[src/rtl/ack_bus_rr_scheduler.sv]
// Round-robin owner scheduler for the shared 4-source ACK bus (MEM, SHA, AES, CTRL).
// Registered one-hot grant held until done, request drop or timeout, then a 2-cycle bus gap.
module ack_bus_rr_scheduler #(
  parameter int TIMEOUT = 16
) (
  input  logic       clk,
  input  logic       rst_n,
  input  logic [3:0] req,
  input  logic [3:0] done,
  output logic [3:0] grant,
  output logic       grant_valid,
  output logic [1:0] grant_id,
  output logic       ack_event,
  output logic       timeout_evt,
  output logic [7:0] timeout_count
);

  typedef enum logic [1:0] {
    IDLE    = 2'd0,
    GRANT   = 2'd1,
    RELEASE = 2'd2
  } state_t;

  localparam logic [7:0] TIMER_LIMIT = 8'(TIMEOUT - 1);

  state_t     state, state_nx;
  logic [7:0] timer, timer_nx;
  logic [1:0] last_winner, last_winner_nx;
  logic [3:0] grant_nx;
  logic       grant_valid_nx;
  logic [1:0] grant_id_nx;
  logic       ack_event_nx;
  logic       timeout_evt_nx;
  logic [7:0] timeout_count_nx;
  logic [1:0] winner;
  logic       owner_done, owner_req, at_limit;

  // First set request bit, searching upward from the slot after the last owner.
  function automatic logic [1:0] pick_winner(input logic [3:0] r, input logic [1:0] last);
    logic [1:0] idx;
    logic       found;
    pick_winner = last;
    found       = 1'b0;
    for (int d = 1; d <= 4; d++) begin
      idx = last + d[1:0];
      if (!found && r[idx]) begin
        pick_winner = idx;
        found       = 1'b1;
      end
    end
  endfunction

  always_comb begin
    winner     = pick_winner(req, last_winner);
    owner_done = done[grant_id];
    owner_req  = req[grant_id];
    at_limit   = (timer == TIMER_LIMIT);

    state_nx         = state;
    timer_nx         = timer;
    last_winner_nx   = last_winner;
    grant_nx         = grant;
    grant_valid_nx   = grant_valid;
    grant_id_nx      = grant_id;
    ack_event_nx     = 1'b0;
    timeout_evt_nx   = 1'b0;
    timeout_count_nx = timeout_count;

    case (state)
      IDLE: begin
        if (req != 4'b0000) begin
          state_nx       = GRANT;
          grant_nx       = 4'b0001 << winner;
          grant_valid_nx = 1'b1;
          grant_id_nx    = winner;
          ack_event_nx   = 1'b1;
          timer_nx       = 8'd0;
        end else begin
          state_nx = IDLE;
        end
      end
      GRANT: begin
        if (owner_done || !owner_req || at_limit) begin
          state_nx       = RELEASE;
          grant_nx       = 4'b0000;
          grant_valid_nx = 1'b0;
          last_winner_nx = grant_id;
          // A done or dropped request in the limit cycle is a normal release, not a timeout.
          if (at_limit && owner_req && !owner_done) begin
            timeout_evt_nx = 1'b1;
            if (timeout_count != 8'd255) begin
              timeout_count_nx = timeout_count + 8'd1;
            end else begin
              timeout_count_nx = timeout_count;
            end
          end else begin
            timeout_evt_nx = 1'b0;
          end
        end else begin
          timer_nx = timer + 8'd1;
        end
      end
      RELEASE: begin
        state_nx = IDLE;
      end
      default: begin
        state_nx       = IDLE;
        grant_nx       = 4'b0000;
        grant_valid_nx = 1'b0;
      end
    endcase
  end

  always_ff @(posedge clk or negedge rst_n) begin
    if (!rst_n) begin
      state         <= IDLE;
      timer         <= 8'd0;
      last_winner   <= 2'd3;
      grant         <= 4'b0000;
      grant_valid   <= 1'b0;
      grant_id      <= 2'd0;
      ack_event     <= 1'b0;
      timeout_evt   <= 1'b0;
      timeout_count <= 8'd0;
    end else begin
      state         <= state_nx;
      timer         <= timer_nx;
      last_winner   <= last_winner_nx;
      grant         <= grant_nx;
      grant_valid   <= grant_valid_nx;
      grant_id      <= grant_id_nx;
      ack_event     <= ack_event_nx;
      timeout_evt   <= timeout_evt_nx;
      timeout_count <= timeout_count_nx;
    end
  end

endmodule

[config.mk]
export PLATFORM = sky130hd
export DESIGN_NAME = ack_bus_rr_scheduler
export DESIGN_NICKNAME = d
export VERILOG_FILES = /design/src/rtl/ack_bus_rr_scheduler.sv
export SDC_FILE = /design/constraint.sdc
export NUM_CORES = 1
export LEC_CHECK = 0
export CAP_MARGIN = 20
export CORE_ASPECT_RATIO = 0.6
export CORE_MARGIN = 8
export CORE_UTILIZATION = 45
export DETAILED_ROUTE_END_ITERATION = 12
export DONT_BUFFER_PORTS = 1
export HOLD_SLACK_MARGIN = 0.15
export PLACE_DENSITY = 0.59
export SLEW_MARGIN = 20
export SYNTH_ARGS = -nofsm -noshare
export SYNTH_HDL_FRONTEND = slang
export SYNTH_SLANG_ARGS = --single-unit
export TNS_END_PERCENT = 50
[constraint.sdc]
create_clock -name clk -period 3.6 [get_ports clk]
set_clock_uncertainty 0.15 [all_clocks]
set_input_delay 0.36 -clock clk [delete_from_list [all_inputs] [get_ports clk]]
set_output_delay 0.36 -clock clk [all_outputs]
set_load 0.03 [all_outputs]
==> run_results.csv <==
group,metric,value,unit
clock_tree,hold_buffers,2,
clock_tree,cts_num_sinks,29,
clock_tree,cts_buffers,5,
finish,nFillCells,290,
place,portBuffers,0,
timing,max_freq,0.416,GHz
power,switching_power,493,uW
timing,finalHoldViolCount,0,
synth,synth_seq_cells,29,
synth,synth_cells,147,
die,die_x,91.7,um
routing,top_layer,"met4",
clock_tree,clk_pin_slew,0.06,ns
power,power_frac_comb,0.274,
routing,wl_met1,1.75,mm
setup_path,required,3.60,ns
run_status,status,"finished clean",
global_route,grt_pass1_vias,1163,
place,dpl.cell_count,190,
routing,avgViaCountPerCell,6.01,
power,power_density,691,nW/um^2
power,internal_power,689,uW
finish,fin_cells,200,
timing,tightestPinTransition,0.673,ns
hold_path,hp-class,"in -> reg",
place,place_hpwl,2.63,mm
synth,ys.flop_type,"dfrtp_1",
run,drv_cap,0,
die,core,3260,sq um
routing,ant_nets,0,
global_route,grt_overflow,0,
timing,setup_tns,0,ns
timing,setup_violations,0,
synth,ys_top_cells_by_count,"dfrtp_1, nand2_1, nand2b_1, nand3_1, nor2_1",
clock_tree,root_buffer,"clkbuf_8",
setup_path,crit_path_end_kind,"register",
finish,area_delta_synth_final,10.4,%
synth,yosysTopAreaCell,"dfrtp_1",
timing,period_needed,2.40,ns
timing,relSlewSlack,0.548,
setup_path,arrival,2.41,ns
routing,vias,1201,
clock_tree,cts_max_level,2,
power,p_leak,0.000714,uW
routing,wl_met2,1.59,mm
setup_path,start_kind,"register",
clock_tree,cts_resized,0,
synth,avgSynthCellArea,10.5,sq um
place,gp_congestion,0.760,
routing,wl_per_cell,18.0,um
clock_tree,cts_buffer_depth,2,
routing,drc,0,
die,fp-row-count,16,
power,switching_share,0.417,
clock_tree,cts_tree,"done",
finish,drive_gt1_frac,0.103,
clock_tree,clk-insertion-delay-late,0.27,ns
die,initial_core_util,0.474,
routing,drtIter0Drc,83,
synth,synth_nets,159,
clock_tree,post_cts_buffers,0,
die,die_h,61.4,um
synth,async_flop_share,1.00,
power,peakVddDrop,0.340,mV
global_route,grt_first_pass_wirelength,5.99,mm
timing,timing.final.crit_share,0.668,
synth,synth_area,1550,sq um
global_route,grt.total_usage,0.139,
synth,synth.most_common_cell,"dfrtp_1",
die,dieArea,5630,sq um
setup_path,cp_max_fo,17,
synth,ys_top_cells_by_area,"dfrtp_1, nand2b_1, mux2_1",
synth,synth_cell_types,38,
synth,synth_top_cell_area_share,0.437,
synth,synth_edf_count,0,
global_route,antenna_found_initial,0,
global_route,grt_start_max_net_pins,30,
power,p_clk_frac,0.227,
timing,maxSlewViolCount,0,
timing,rsz0062_at_grt,"false",
synth,yosysWarningCount,0,
finish,nNetsFinal,166,
die,ios,27,
routing,drt_first_pass_iters,4,
routing,wl_met3,242,um
finish,n_antenna_cell,0,
setup_path,critPathKind,"reg -> reg",
synth,synth_sequential_area_ratio,0.470,
routing,wl,3.61,mm
power,p_seq_frac,0.498,
critical path: stages (launching register included):
cell and delay [ns]:
dfrtp_1 0.61, mux4_2 0.75, nor4_2 0.42, mux2_1 0.36
registers in the layout (all words and copies together), names as in the netlist:
register and cells:
last_winner 2, timer 8, state 2, grant 4, timeout_count 8, grant_valid 1
timeout_evt 1, ack_event 1, grant_id 2
layout by cell type (no fill, tap or decap), types with 2 or more instances in the layout:
master	instances
nor4_2	3
or3_1	2
inv_1	3
mux4_2	2
dfstp_2	2
and3_1	3
mux2_1	5
nand4_1	3
clkbuf_1	2
nand2_1	13
o21ai_1	4
nand3_1	10
ha_1	2
nor2_1	6
nor4_1	3
nor3_1	5
or4_1	2
mux2i_1	5
a21oi_1	5
nor2b_1	5
nand2b_1	11
xor2_1	4
a32o_1	4
clkbuf_8	6
dfrtp_1	27
o21ai_0	3
nor4b_1	2
cell type report:
| class | instances | area (sq um) | area share |
|---|---|---|---|
| Timing Repair Buffer | 2 | 30.0 | 0.0176 |
| Sequential cell | 29 | 728 | 0.426 |
| Multi-Input combinational cell | 113 | 793 | 0.464 |
| Clock buffer | 8 | 90.1 | 0.0527 |
| Tap cell | 45 | 56.3 | 0.0329 |
| Inverter | 3 | 11.3 | 0.00659 |
cell families after synthesis:
family | after synthesis | synth area share
muxes | 12 | 0.0978
DFF | 29 | 0.470
xor gates and xnor gates | 4 | 0.0226
adders and majority gates | 2 | 0.0162
and+or+nand+nor | 70 | 0.267
buffers and inverters | 5 | 0.0170
AOI/OAI and AO/OA | 25 | 0.109
metrics by stage:
stage | power [uW] | area (sq um) | hold slack (ns) | util | worst slack, ns
2_1_floorplan | 822 | 1550 | -0.0856 | - | 1.41
3_3_place_gp | 893 | 1590 | -0.0849 | 0.487 | 1.22
3_5_place_dp | 910 | 1590 | -0.0850 | 0.487 | 1.18
4_1_cts | 1190 | 1710 | 0.238 | 0.524 | 1.17
5_1_grt | 1270 | 1710 | 0.266 | 0.524 | 1.09
6_report | 1180 | 1710 | 0.247 | 0.524 | 1.20
power by group through the flow:
stage | Sequential, uW | Clock (uW) | Combinational, uW
3_5_place_dp | 595 | 0 | 314
2_1_floorplan | 564 | 0 | 257
3_3_place_gp | 589 | 0 | 304
6_report | 589 | 268 | 324
5_1_grt | 606 | 294 | 366
4_1_cts | 589 | 278 | 326
metal layers:
layer / global-route usage / vias up
met5: 0 / -
met4: 0.0682 / 0
met3: 0.0487 / 2
met2: 0.198 / 38
met1: 0.185 / 598
li1: - / 563
final timing paths:
path | from | to | slack (ns) | cells past startpoint
worst max register to register | grant_id[0]$_DFFE_PN0N_ | timeout_count[1]$_DFFE_PN0P_ | 1.20 | 3
worst min register to register | timer[3]$_DFFE_PN0P_ | timer[3]$_DFFE_PN0P_ | 0.39 | 1
worst min-delay path | req[1] | timer[1]$_DFFE_PN0P_ | 0.25 | 3
worst max-delay path | grant_id[0]$_DFFE_PN0N_ | timeout_count[1]$_DFFE_PN0P_ | 1.20 | 3
min in group asynchronous | rst_n | timer[1]$_DFFE_PN0P_ | 0.41 | 2
max in group asynchronous | rst_n | last_winner[0]$_DFFE_PN1P_ | 2.66 | 2
Note: power is estimated with default switching activity, not from simulation.
